[src/rtl/uart_prog_loader_pkg.sv]
// Shared definitions for the UART program loader: sync byte, FSM state
// encodings and the baud divisor helper.
package loader_pkg;

  localparam logic [7:0] LDR_SYNC = 8'hA5;

  // Frame-level loader states
  typedef enum logic [2:0] {IDLE, LEN, DATA, CSUM, DONE, ERR} ldr_state_t;

  // Byte receiver states
  typedef enum logic [1:0] {RX_IDLE, RX_START, RX_DATA, RX_STOP} rx_state_t;

  // Clocks per serial bit, truncated
  function automatic int DIV(input int clk_hz, input int baud);
    return clk_hz / baud;
  endfunction

endpackage

[src/rtl/uart_prog_loader_if.sv]
// BRAM port B write bus plus loader status, driven by the loader (master)
// and consumed by the BRAM / CPU glue (slave).
interface uart_prog_loader_if #(
  parameter int ADDR_W = 11
);
  logic [ADDR_W-1:0] ram_addr;
  logic [7:0]        ram_data;
  logic              ram_we;
  logic              cpu_hold;
  logic              load_done;
  logic              load_err;
  logic [8:0]        byte_cnt;

  modport master (
    output ram_addr, ram_data, ram_we, cpu_hold, load_done, load_err, byte_cnt
  );

  modport slave (
    input ram_addr, ram_data, ram_we, cpu_hold, load_done, load_err, byte_cnt
  );
endinterface

[src/rtl/uart_prog_loader_rx.sv]
// 8N1 UART byte receiver: 2-flop synchronizer, start-edge detect with
// mid-start glitch rejection, bit timer and LSB-first shift register.
module uart_rx_byte
  import loader_pkg::*;
#(
  parameter int CLK_HZ = 50_000_000,
  parameter int BAUD   = 115200
) (
  input  logic       clk,
  input  logic       rst_n,
  input  logic       rxd,
  output logic       byte_valid,
  output logic [7:0] data_byte,
  output logic       frame_ok
);

  localparam int DIVISOR = DIV(CLK_HZ, BAUD);
  localparam int CW      = $clog2(DIVISOR + 1);
  localparam logic [CW-1:0] HALF_LAST = CW'(DIVISOR / 2 - 1);
  localparam logic [CW-1:0] FULL_LAST = CW'(DIVISOR - 1);

  logic      r_sync1, r_sync2, r_prev;
  rx_state_t r_state, w_state_next;
  logic [CW-1:0] r_cnt, w_cnt_next;
  logic [2:0]    r_bit, w_bit_next;
  logic [7:0]    r_shift, w_shift_next;
  logic          r_valid, w_valid_next;
  logic [7:0]    r_byte, w_byte_next;
  logic          r_ok, w_ok_next;

  // Synchronize the asynchronous line; r_prev gives the falling-edge history
  always_ff @(posedge clk or negedge rst_n) begin
    if (!rst_n) begin
      r_sync1 <= 1'b1;
      r_sync2 <= 1'b1;
      r_prev  <= 1'b1;
    end else begin
      r_sync1 <= rxd;
      r_sync2 <= r_sync1;
      r_prev  <= r_sync2;
    end
  end

  // Receiver state and datapath registers
  always_ff @(posedge clk or negedge rst_n) begin
    if (!rst_n) begin
      r_state <= RX_IDLE;
      r_cnt   <= '0;
      r_bit   <= '0;
      r_shift <= '0;
      r_valid <= 1'b0;
      r_byte  <= '0;
      r_ok    <= 1'b0;
    end else begin
      r_state <= w_state_next;
      r_cnt   <= w_cnt_next;
      r_bit   <= w_bit_next;
      r_shift <= w_shift_next;
      r_valid <= w_valid_next;
      r_byte  <= w_byte_next;
      r_ok    <= w_ok_next;
    end
  end

  // Bit timing: half a bit to the start midpoint, then a full bit per sample
  always_comb begin
    w_state_next = r_state;
    w_cnt_next   = r_cnt + CW'(1);
    w_bit_next   = r_bit;
    w_shift_next = r_shift;
    w_valid_next = 1'b0;
    w_byte_next  = r_byte;
    w_ok_next    = r_ok;
    case (r_state)
      RX_IDLE: begin
        w_cnt_next = '0;
        if (r_prev && !r_sync2) w_state_next = RX_START;
      end
      RX_START: begin
        if (r_cnt == HALF_LAST) begin
          w_cnt_next = '0;
          w_bit_next = '0;
          // A line already back high at mid-start was only a glitch
          w_state_next = r_sync2 ? RX_IDLE : RX_DATA;
        end
      end
      RX_DATA: begin
        if (r_cnt == FULL_LAST) begin
          w_cnt_next   = '0;
          w_shift_next = {r_sync2, r_shift[7:1]};
          if (r_bit == 3'd7) w_state_next = RX_STOP;
          else               w_bit_next   = r_bit + 3'd1;
        end
      end
      RX_STOP: begin
        if (r_cnt == FULL_LAST) begin
          w_valid_next = 1'b1;
          w_byte_next  = r_shift;
          w_ok_next    = r_sync2;
          w_state_next = RX_IDLE;
        end
      end
      default: w_state_next = RX_IDLE;
    endcase
  end

  assign byte_valid = r_valid;
  assign data_byte  = r_byte;
  assign frame_ok   = r_ok;

endmodule

[src/rtl/uart_prog_loader.sv]
// UART program loader top: parses A5/len/data[/checksum] frames from the
// byte receiver and writes data bytes into program BRAM port B while
// holding the CPU. Optional feature macro: LOADER_CHECKSUM_EN (adds the
// trailing checksum byte and its comparison).
module uart_prog_loader
  import loader_pkg::*;
#(
  parameter int CLK_HZ = 50_000_000,
  parameter int BAUD   = 115200,
  parameter int ADDR_W = 11
) (
  input  logic                clk,
  input  logic                rst_n,
  input  logic                rxd,
  uart_prog_loader_if.master  bus
);

  logic       w_byte_valid, w_frame_ok;
  logic [7:0] w_rx_byte;

  uart_rx_byte #(.CLK_HZ(CLK_HZ), .BAUD(BAUD)) u_rx (
    .clk        (clk),
    .rst_n      (rst_n),
    .rxd        (rxd),
    .byte_valid (w_byte_valid),
    .data_byte  (w_rx_byte),
    .frame_ok   (w_frame_ok)
  );

  ldr_state_t        r_state, w_state_next;
  logic [ADDR_W-1:0] r_addr, w_addr_next;
  logic [7:0]        r_data, w_data_next;
  logic              r_we, w_we_next;
  logic [8:0]        r_len, w_len_next;
  logic [8:0]        r_cnt, w_cnt_next;
  logic              r_hold, w_hold_next;
  logic              r_done, w_done_next;
  logic              r_err, w_err_next;
`ifdef LOADER_CHECKSUM_EN
  logic [7:0]        r_sum, w_sum_next;
`endif

  logic w_sync_seen;
  assign w_sync_seen = w_byte_valid && w_frame_ok && (w_rx_byte == LDR_SYNC);

  // Frame state and all registered outputs
  always_ff @(posedge clk or negedge rst_n) begin
    if (!rst_n) begin
      r_state <= IDLE;
      r_addr  <= '0;
      r_data  <= '0;
      r_we    <= 1'b0;
      r_len   <= '0;
      r_cnt   <= '0;
      r_hold  <= 1'b0;
      r_done  <= 1'b0;
      r_err   <= 1'b0;
`ifdef LOADER_CHECKSUM_EN
      r_sum   <= '0;
`endif
    end else begin
      r_state <= w_state_next;
      r_addr  <= w_addr_next;
      r_data  <= w_data_next;
      r_we    <= w_we_next;
      r_len   <= w_len_next;
      r_cnt   <= w_cnt_next;
      r_hold  <= w_hold_next;
      r_done  <= w_done_next;
      r_err   <= w_err_next;
`ifdef LOADER_CHECKSUM_EN
      r_sum   <= w_sum_next;
`endif
    end
  end

  // Frame parser; the address advances the cycle after each write pulse
  always_comb begin
    w_state_next = r_state;
    w_addr_next  = r_we ? r_addr + ADDR_W'(1) : r_addr;
    w_data_next  = r_data;
    w_we_next    = 1'b0;
    w_len_next   = r_len;
    w_cnt_next   = r_cnt;
    w_hold_next  = r_hold;
    w_done_next  = r_done;
    w_err_next   = r_err;
`ifdef LOADER_CHECKSUM_EN
    w_sum_next   = r_sum;
`endif
    case (r_state)
      IDLE, DONE, ERR: begin
        if (w_sync_seen) begin
          w_state_next = LEN;
          w_hold_next  = 1'b1;
          w_done_next  = 1'b0;
          w_err_next   = 1'b0;
        end
      end
      LEN: begin
        if (w_byte_valid) begin
          if (!w_frame_ok) begin
            w_state_next = ERR;
            w_err_next   = 1'b1;
          end else begin
            w_len_next   = (w_rx_byte == 8'd0) ? 9'd256 : {1'b0, w_rx_byte};
            w_addr_next  = '0;
            w_cnt_next   = '0;
`ifdef LOADER_CHECKSUM_EN
            w_sum_next   = '0;
`endif
            w_state_next = DATA;
          end
        end
      end
      DATA: begin
        if (w_byte_valid) begin
          if (!w_frame_ok) begin
            w_state_next = ERR;
            w_err_next   = 1'b1;
          end else begin
            w_data_next = w_rx_byte;
            w_we_next   = 1'b1;
            w_cnt_next  = r_cnt + 9'd1;
`ifdef LOADER_CHECKSUM_EN
            w_sum_next  = r_sum + w_rx_byte;
            if (r_cnt + 9'd1 == r_len) w_state_next = CSUM;
`else
            if (r_cnt + 9'd1 == r_len) begin
              w_state_next = DONE;
              w_hold_next  = 1'b0;
              w_done_next  = 1'b1;
            end
`endif
          end
        end
      end
`ifdef LOADER_CHECKSUM_EN
      CSUM: begin
        if (w_byte_valid) begin
          if (w_frame_ok && (w_rx_byte == r_sum)) begin
            w_state_next = DONE;
            w_hold_next  = 1'b0;
            w_done_next  = 1'b1;
          end else begin
            w_state_next = ERR;
            w_err_next   = 1'b1;
          end
        end
      end
`endif
      default: w_state_next = IDLE;
    endcase
  end

  assign bus.ram_addr  = r_addr;
  assign bus.ram_data  = r_data;
  assign bus.ram_we    = r_we;
  assign bus.cpu_hold  = r_hold;
  assign bus.load_done = r_done;
  assign bus.load_err  = r_err;
  assign bus.byte_cnt  = r_cnt;

endmodule

[src/flat_wrapper.sv]
// flat-port wrapper written by rule: the top's interface ports become plain ports
module uart_prog_loader_flat import loader_pkg::*;
#(
  parameter int CLK_HZ = 50_000_000,
  parameter int BAUD   = 115200,
  parameter int ADDR_W = 11
)
  (clk, rst_n, rxd, bus_ram_addr, bus_ram_data, bus_ram_we, bus_cpu_hold, bus_load_done, bus_load_err, bus_byte_cnt);
  uart_prog_loader_if #(.ADDR_W(ADDR_W)) bus_i ();
  input  logic clk;
  input  logic rst_n;
  input  logic rxd;
  output wire logic [$bits(bus_i.ram_addr)-1:0] bus_ram_addr;
  output wire logic [$bits(bus_i.ram_data)-1:0] bus_ram_data;
  output wire logic [$bits(bus_i.ram_we)-1:0] bus_ram_we;
  output wire logic [$bits(bus_i.cpu_hold)-1:0] bus_cpu_hold;
  output wire logic [$bits(bus_i.load_done)-1:0] bus_load_done;
  output wire logic [$bits(bus_i.load_err)-1:0] bus_load_err;
  output wire logic [$bits(bus_i.byte_cnt)-1:0] bus_byte_cnt;
  assign bus_ram_addr = bus_i.ram_addr;
  assign bus_ram_data = bus_i.ram_data;
  assign bus_ram_we = bus_i.ram_we;
  assign bus_cpu_hold = bus_i.cpu_hold;
  assign bus_load_done = bus_i.load_done;
  assign bus_load_err = bus_i.load_err;
  assign bus_byte_cnt = bus_i.byte_cnt;
  uart_prog_loader #(.CLK_HZ(CLK_HZ), .BAUD(BAUD), .ADDR_W(ADDR_W)) u_core (.clk(clk), .rst_n(rst_n), .rxd(rxd), .bus(bus_i));
endmodule
[config.mk]
export PLATFORM = sky130hd
export DESIGN_NAME = uart_prog_loader_flat
export DESIGN_NICKNAME = d
export VERILOG_FILES = /design/src/rtl/uart_prog_loader_pkg.sv /design/src/rtl/uart_prog_loader_if.sv /design/src/rtl/uart_prog_loader_rx.sv /design/src/rtl/uart_prog_loader.sv /design/src/flat_wrapper.sv
export SDC_FILE = /design/constraint.sdc
export NUM_CORES = 1
export LEC_CHECK = 0
export BUFFER_PORTS_ARGS = -buffer_cell sky130_fd_sc_hd__buf_2
export CORE_ASPECT_RATIO = 0.7
export CORE_MARGIN = 2
export CORE_UTILIZATION = 64
export DETAILED_ROUTE_END_ITERATION = 10
export PLACE_DENSITY = 0.85
export SYNTH_ARGS = -nofsm -noshare
export SYNTH_HDL_FRONTEND = slang
export SYNTH_SLANG_ARGS = --single-unit
export TNS_END_PERCENT = 100
[constraint.sdc]
create_clock -name clk -period 5.7 [get_ports clk]
set_input_delay 1.14 -clock clk [delete_from_list [all_inputs] [get_ports clk]]
set_output_delay 1.14 -clock clk [all_outputs]
set_load 0.02 [all_outputs]
==> results by group, run 1 <==
Final layout
  – Fraction of layout cells with a size suffix above 1: 21.2%
  – Post-synthesis to final-layout area growth: 10.7%
  – Filler cell count: 420
  – Net total in the final layout: around 400
  – Count of inserted antenna diode cells: 0

Power and ir drop
  – Maximum VDD drop: 0.000232 V
  – PwrDens: 273 nW/um^2
  – Leak Pwr: around 0.0021 uW

STA
  – Share of the cycle needed by the critical path after routing: a little under half
  – Final hold viol count: 0
  – Final critical path time including I/O delays and setup: 2.59 ns
  – Maximum frequency from static timing analysis: 0.387 GHz
  – Setup TNS after final layout: 0 ns
  – Final setup violating endpoints: 0
  – Slew at the pin closest to its max-slew limit: 0.955 ns
  – Max-slew violation total from the final report: 0
  – Slew Limit Headroom: 36.3%
  – Setup skew after layout: between 0.008 and 0.009 ns
  – Setup repair after global routing missed its margin: no
  – Final Worst Setup Slack: between 3 and 4 ns

Die
  – Vertical extent of the die: slightly below 70 um
  – Number of top-level design ports: 35
  – Initial standard-cell utilization of the core: roughly 66%
  – Area of the die: 6620 sq um
  – Row Count: 23
  – Die width: 96.4 um
  – Core region area: 5760 sq um

Yosys
  – Total number of yosys warnings: 0
  – Leading area contributor after synthesis: dfrtp_1
  – Most area-consuming cells after synthesis: dfrtp_1, mux2_2, nand2_1, xor2_1, xnor2_1
  – Count of flip-flops with a built-in enable after synthesis: 0
  – Seq cells post-synth: between 70 and 80
  – Post-Synthesis Cells: 358
  – Netlist cell types: between 50 and 60
  – Synth Net Count: 368
  – Area share of the largest cell type after synthesis: 49.7%
  – Async set or reset register ratio after synthesis: 100%
  – Ys flop type: dfrtp_1
  – Sequential cell area fraction in the yosys report: between 50% and 60%
  – Mean post-synth cell area: 10.7 sq um
  – Post-Syn Area: approximately 3800 sq um

Placement
  – Global placer's final weighted congestion: approximately 0.89
  – Number of buffers inserted by port buffering: 34
  – Place WS: 3.27 ns
  – Sum of net half-perimeters after detailed placement: roughly 5500 um

Outcome
  – Status: finished clean

Drt
  – Routed WL: 8350 um
  – Iteration count of the initial detailed-routing pass: 5
  – Routed via count: 2,895
  – Routed len/inst: 17.7 um
  – Iteration-0 DRC Markers: 252
  – Count of nets left with antenna violations after detail routing: 0
  – Vias per inst: 6.15
  – DRC errors left: 0

Critical path
  – Largest stage delay on the critical path: 0.58 ns
  – Worst-case reg-to-reg path depth: 6
  – Critical path class: flop to flop
  – Ordered cell list for the critical path: nor2b_1, nand2_1, inv_1, nor2_1, o21ai_0, o41ai_1
  – Critical Path Slowest Stage Cell: dfrtp_1
  – CP Data Required Time: 5.92 ns
  – Worst path top cell family by delay: simple AND/OR/NAND/NOR gates
  – Nature of the critical path startpoint: flop
  – CP arrival: 2.81 ns
  – Critical path depth in cells: 6
  – Largest driver fanout on the critical path: 17
  – Crit end category: flop
  – Total buffers and inverters traversed by the critical path: 1

Clock tree
  – Buffer cell driving the clock tree root: clkbuf_8
  – Count of buffers added by post-CTS timing repair for setup: 0
  – Clk sink count: 79
  – Clock-pin slew on the worst setup and hold paths: 0.08 ns
  – CTS tree: yes
  – Max H-tree Level: 3
  – Post-cts resize count: 0
  – Number of hold buffers added after cts: 0
  – Largest buffer count on any clock path: 2
  – Number of buffers created by CTS: 9
  – Clock insertion delay at the later pin of the skew report: 0.36 ns

Global route
  – First-pass GRT wire length: 13,600 um
  – Global route total overflow: 0
  – Largest net degree at the start of global routing: 80
  – Via count of the first global-routing pass: about 2,700
  – Number of antenna violations at the first check in global routing: 0
  – GR Util All Layers: 27.8%

Hold path
  – Hold Path Cell Cnt: 0
  – Min-Delay Path Class: flop to flop

Job
  – Max-capacitance violation count: 0
[final timing paths]
path,startpoint,end,slack [ns]
max,u_core.r_state[1],u_core.bus.byte_cnt[8],3.11
min,u_core.u_rx.r_sync1,u_core.u_rx.r_sync2,0.36
max reg2reg,u_core.r_state[1],u_core.bus.byte_cnt[8],3.11
min reg2reg,u_core.u_rx.r_sync1,u_core.u_rx.r_sync2,0.36
max in group asynchronous,rst_n,u_core.u_rx.r_state[0],4.15
min in group asynchronous,rst_n,u_core.bus.ram_addr[6],0.92
[synth_stat cells (4+ instances only)]
cell type / number
nand3_1: 10
nor2_1: 26
nor2b_1: 5
inv_1: 16
mux2_2: 25
clkbuf_1: 5
xor2_1: 15
nand2_1: 46
dfrtp_1: 76
nor3_1: 4
a31oi_1: 5
nand4_1: 7
o41ai_1: 4
ha_1: 7
buf_2: 5
o21ai_0: 17
a21oi_1: 9
and3_1: 8
xnor2_1: 12
[metal layers]
metal  up-vias  track usage, %  routed length (um)
met5         -               0                   0
met4         0            7.57                 146
met3        22            8.48                 621
met2       122            42.4                3840
met1      1420            39.2                3740
li1       1331               -                   -
[flip-flops by register name, indices dropped and copies added, names as in the netlist, named ones only]
register                flops
u_core.u_rx.r_bit           3
u_core.bus.cpu_hold         1
u_core.u_rx.r_state         1
u_core.bus.ram_addr        11
u_core.u_rx.r_shift         8
u_core.u_rx.frame_ok        1
u_core.bus.ram_data         8
u_core.u_rx.r_sync1         1
u_core.bus.ram_we           1
u_core.r_len                9
u_core.u_rx.data_byte       8
u_core.r_state              3
u_core.u_rx.r_sync2         1
u_core.bus.load_err         1
u_core.u_rx.r_prev          1
u_core.u_rx.byte_valid      1
u_core.bus.load_done        1
u_core.bus.byte_cnt         9
u_core.u_rx.r_cnt           9
[cell usage in the layout, fill, tap and decap left out, types with 3 or more instances in the layout]
master	count
a21oi_1	9
a31oi_1	5
and3_1	8
buf_2	33
clkbuf_1	3
clkbuf_8	9
dfrtp_1	76
dfstp_2	3
ha_1	7
inv_1	16
mux2_2	25
nand2_1	46
nand3_1	10
nand4_1	7
nor2_1	26
nor2b_1	5
nor3_1	4
o21ai_0	17
o22ai_1	3
o31ai_1	3
o41ai_1	4
xnor2_1	12
xor2_1	15
[layout make-up]
cell class                      count  area, sq um  area share, %
Tap cell                           75         93.8           2.22
Inverter                           16         60.1           1.42
Sequential cell                    79         1980           46.8
Clock buffer                       12          135           3.19
Multi-Input combinational cell    250         1710           40.4
Timing Repair Buffer               35          180           4.26
Clock inverter                      4         72.6           1.71
[power by group]
part	internal (uW)	total [uW]	switching, uW
registers	586	622	36.1
clock network	247	451	205
logic	36.0	82.8	46.7
[metrics by stage]
step	utilization (%)	cells	total power [uW]	cell area, sq um	hold slack [ns]
after floorplan	-	358	682	3830	0.345
after global placement	70.0	455	706	4030	0.346
after detailed placement	70.0	455	714	4030	0.347
after CTS	73.6	471	1160	4230	0.359
after global routing	73.6	471	1200	4230	0.367
final	73.6	471	1160	4230	0.358
[kinds of logic after synthesis]
logic type | share of synthesized area (%)
simple gates | 17.3
flops | 51.8
compound gates | 10.3
buf+inv | 3.50
xor+xnor | 6.77
mux | 7.88
fa+ha+maj | 2.55
(Power assumes the default switching activity.)
==> run 2, diff against run 1 <==
--- a/config.mk
+++ b/config.mk
@@ -5,12 +5,13 @@
 export SDC_FILE = /design/constraint.sdc
 export NUM_CORES = 1
 export LEC_CHECK = 0
+export ABC_AREA = 1
 export BUFFER_PORTS_ARGS = -buffer_cell sky130_fd_sc_hd__buf_2
 export CORE_ASPECT_RATIO = 0.7
 export CORE_MARGIN = 2
-export CORE_UTILIZATION = 64
+export CORE_UTILIZATION = 53
 export DETAILED_ROUTE_END_ITERATION = 10
-export PLACE_DENSITY = 0.85
+export PLACE_DENSITY = 0.75
 export SYNTH_ARGS = -nofsm -noshare
 export SYNTH_HDL_FRONTEND = slang
 export SYNTH_SLANG_ARGS = --single-unit
==> constraint.sdc (replaced) <==
create_clock -name clk -period 2.35 [get_ports clk]
set_input_delay 0.47 -clock clk [delete_from_list [all_inputs] [get_ports clk]]
set_output_delay 0.47 -clock clk [all_outputs]
set_load 0.02 [all_outputs]
==> results by group, run 2 <==
Final layout
  – Post-synthesis to final-layout area growth: 12.4%
  – Filler cell count: 591 (+41%)
  – Count of inserted antenna diode cells: 0 (unchanged)
  – Final core area utilization: 62.3% (-11 points)
  – Commonest cells after routing, fill and taps aside: nand2_1, dfrtp_1, inv_1
  – Commonest non-fill, non-tap cell in the layout: nand2_1
  – Max reg flops: 11 (unchanged)
  – Net total in the final layout: 500 (+25%)
  – Fraction of layout cells with a size suffix above 1: 16.6% (-4.6 points)

Drt
  – Iteration count of the initial detailed-routing pass: 4 (-1)
  – Routed via count: 3,058 (+5.6%)
  – Iteration-0 DRC Markers: 170 (-33%)
  – Count of nets left with antenna violations after detail routing: 0 (unchanged)
  – Routed WL: 7780 um (-6.8%)
  – Amount of wire on met3 after detailed routing: 442 um (-29%)
  – Vias per inst: 5.19 (-16%)
  – DRC errors left: 0 (unchanged)
  – Routed metal-1 wire length: 3870 um (+3.6%)
  – Routed len/inst: 13.2 um (-25%)
  – Max Used Layer: met4
  – Total length of routed met2 wires: 3400 um (-11%)

Global route
  – Via count of the first global-routing pass: 2,848 (+4.2%)
  – GR Util All Layers: 22.3% (-5.5 points)
  – Global route total overflow: 0 (unchanged)
  – Largest net degree at the start of global routing: 42 (-48%)
  – Number of antenna violations at the first check in global routing: 0 (unchanged)
  – First-pass GRT wire length: 13,500 um (-0.76%)

STA
  – Setup TNS after final layout: 0 ns (unchanged)
  – Final setup violating endpoints: 0 (unchanged)
  – Final critical path time including I/O delays and setup: 1.90 ns (-0.685 ns)
  – Share of the cycle needed by the critical path after routing: 80.9% (+36 points)
  – Setup skew after layout: 0.00801 ns (-0.000200 ns)
  – Final hold viol count: 0 (unchanged)
  – Slew Limit Headroom: 51.0% (+15 points)
  – Setup repair after global routing missed its margin: no
  – Slew at the pin closest to its max-slew limit: 0.731 ns (-0.224 ns)
  – Maximum frequency from static timing analysis: 0.526 GHz (+36%)
  – Max-slew violation total from the final report: 0 (unchanged)

Die
  – Initial standard-cell utilization of the core: 55.4% (-11 points)
  – Die width: 105 um (+9.1%)
  – Area of the die: 7870 sq um (+19%)
  – Row Count: 25 (+8.7%)
  – Core region area: 6850 sq um (+19%)
  – Vertical extent of the die: 74.8 um (+8.9%)
  – Number of top-level design ports: 35 (unchanged)

Yosys
  – Async set or reset register ratio after synthesis: 100% (unchanged)
  – Ys flop type: dfrtp_1
  – Post-Synthesis Cells: 448 (+25%)
  – Cell types with the highest counts after synthesis: nand2_1, dfrtp_1, inv_1
  – Most area-consuming cells after synthesis: dfrtp_1, nand2_1, inv_1, o21ai_0, nand3_1
  – Mean post-synth cell area: 8.48 sq um (-21%)
  – Leading cell type by number of instances after synthesis: nand2_1
  – Post-Syn Area: 3800 sq um (-0.75%)
  – Netlist cell types: 40 (-30%)
  – Leading area contributor after synthesis: dfrtp_1
  – Seq cells post-synth: 79 (unchanged)
  – Sequential cell area fraction in the yosys report: 52.2% (+0.39 points)
  – Area share of the largest cell type after synthesis: 50.1% (+0.38 points)
  – Count of flip-flops with a built-in enable after synthesis: 0 (unchanged)
  – Total number of yosys warnings: 0 (unchanged)
  – Synth Net Count: 458 (+24%)

Power and ir drop
  – Maximum VDD drop: 0.000392 V (+69%)
  – Switching share of power: 29.4% (+4.5 points)
  – Fraction of power consumed by combinational cells: 15.1% (+7.9 points)
  – Proportion of power drawn by flip-flops and latches: 53.2% (-0.6 points)
  – Cell internal pwr: 1960 uW (+130%)
  – Leak Pwr: 0.00208 uW (-2.6%)
  – PwrDens: 651 nW/um^2 (+140%)
  – Part of the total power dissipated in the clock network: 31.8% (-7.2 points)
  – Net switching component of the power: 815 uW (+180%)

Clock tree
  – Clock insertion delay at the later pin of the skew report: 0.35 ns (about the same)
  – Max H-tree Level: 3 (unchanged)
  – Clock-pin slew on the worst setup and hold paths: 0.08 ns (about the same)
  – Buffer cell driving the clock tree root: clkbuf_8
  – Largest buffer count on any clock path: 2 (unchanged)
  – Clk sink count: 79 (unchanged)
  – Number of buffers created by CTS: 9 (unchanged)
  – CTS tree: yes
  – Count of buffers added by post-CTS timing repair for setup: 0 (unchanged)
  – Number of hold buffers added after cts: 0 (unchanged)
  – Post-cts resize count: 0 (unchanged)

Hold path
  – Min-Delay Path Class: input pin to async pin

Critical path
  – Worst path top cell family by delay: simple AND/OR/NAND/NOR gates
  – Nature of the critical path startpoint: flop
  – Largest stage delay on the critical path: 0.47 ns (-0.11 ns)
  – Ordered cell list for the critical path: ha_1, nand2_2, nor2_4, nand3_1, nand3_1, nand3_1, nor2_1, nand2_1, nand2_2, nand3_2, nand2_1, nand2_1
  – Launching element of the worst setup path: u_core.bus.byte_cnt[0]
  – Total buffers and inverters traversed by the critical path: 0 (-1)
  – Launch point of the worst reg-to-reg path: u_core.bus.byte_cnt[0]
  – Largest driver fanout on the critical path: 7 (-10)
  – CP Data Required Time: 2.57 ns (-3.35 ns)
  – Crit end category: flop
  – Critical path class: flop to flop
  – Critical Path Slowest Stage Cell: dfrtp_1
  – CP arrival: 2.12 ns (-0.69 ns)

Outcome
  – Status: finished clean

Placement
  – Number of buffers inserted by port buffering: 34 (unchanged)
  – Sum of net half-perimeters after detailed placement: 5940 um (+7.3%)
  – Global placer's final weighted congestion: 0.936 (+5.4%)

Job
  – Max-capacitance violation count: 0 (unchanged)
## run 2: path summary, 6_finish.rpt
check / end / slack (ns) / cells past startpoint
worst max register to register: u_core.r_state[1] / 0.45 / 12
worst min register to register: u_core.u_rx.r_sync2 / 0.36 / 0
worst max-delay path: u_core.r_state[1] / 0.45 / 12
max in group asynchronous: u_core.u_rx.r_prev / 1.61 / 2
min in group clk: u_core.u_rx.r_sync1 / 0.21 / 1
worst min-delay path: u_core.r_len[6] / 0.09 / 1
## run 2: power groups by stage
stage	Clock (uW)	Combinational (uW)	Sequential (uW)
floorplan	0	316	1490
global placement	0	404	1500
detailed placement	0	424	1500
CTS	908	424	1470
global route	964	494	1490
finish	882	418	1480
## run 2: logic make-up after synthesis
group                    Yosys count  share of synthesized area, %
AND/OR/NAND/NOR                  205                          25.4
buffers and inverters             79                          7.91
flip-flops                        79                          52.2
AO/OA/AOI/OAI                     71                          10.5
adder cells (fa/ha/maj)            7                          2.31
XOR/XNOR                           6                          1.38
multiplexers                       1                         0.297
## run 2: per-stage QoR
step | hold WS [ns] | total power [uW] | std cells | area, sq um | setup WS [ns]
after global placement | 0.346 | 1900 | 573 | 4100 | 0.571
after CTS | 0.0942 | 2810 | 589 | 4270 | 0.463
after global routing | 0.117 | 2940 | 589 | 4270 | 0.199
after floorplan | 0.174 | 1800 | 448 | 3800 | 0.558
after detailed placement | 0.351 | 1920 | 573 | 4100 | 0.471
final | 0.0916 | 2780 | 589 | 4270 | 0.448
## run 2: layout make-up
type	instances	area (sq um)	share of cell area (%)
sequential	79	1980	46.4
multi-input combinational	290	1520	35.5
inverter	73	275	6.45
timing repair buffer	37	208	4.87
clock buffer	13	149	3.49
tap	94	118	2.76
clock inverter	3	20.0	0.469
## run 2: worst reg2reg max path: stages (launching register included)
cell and delay [ns]:
dfrtp_1 0.47, ha_1 0.26, nand2_2 0.13, nor2_4 0.12, nand3_1 0.10, nand3_1 0.10
nand3_1 0.09, nor2_1 0.15, nand2_1 0.09, nand2_2 0.08, nand3_2 0.08, nand2_1 0.07
nand2_1 0.04
## run 2: per-layer routing
layer / global-route usage [%] / vias up
li1: - / 1530
met1: 32.8 / 1441
met2: 33.0 / 80
met3: 4.94 / 7
met4: 8.00 / 0
met5: 0 / -
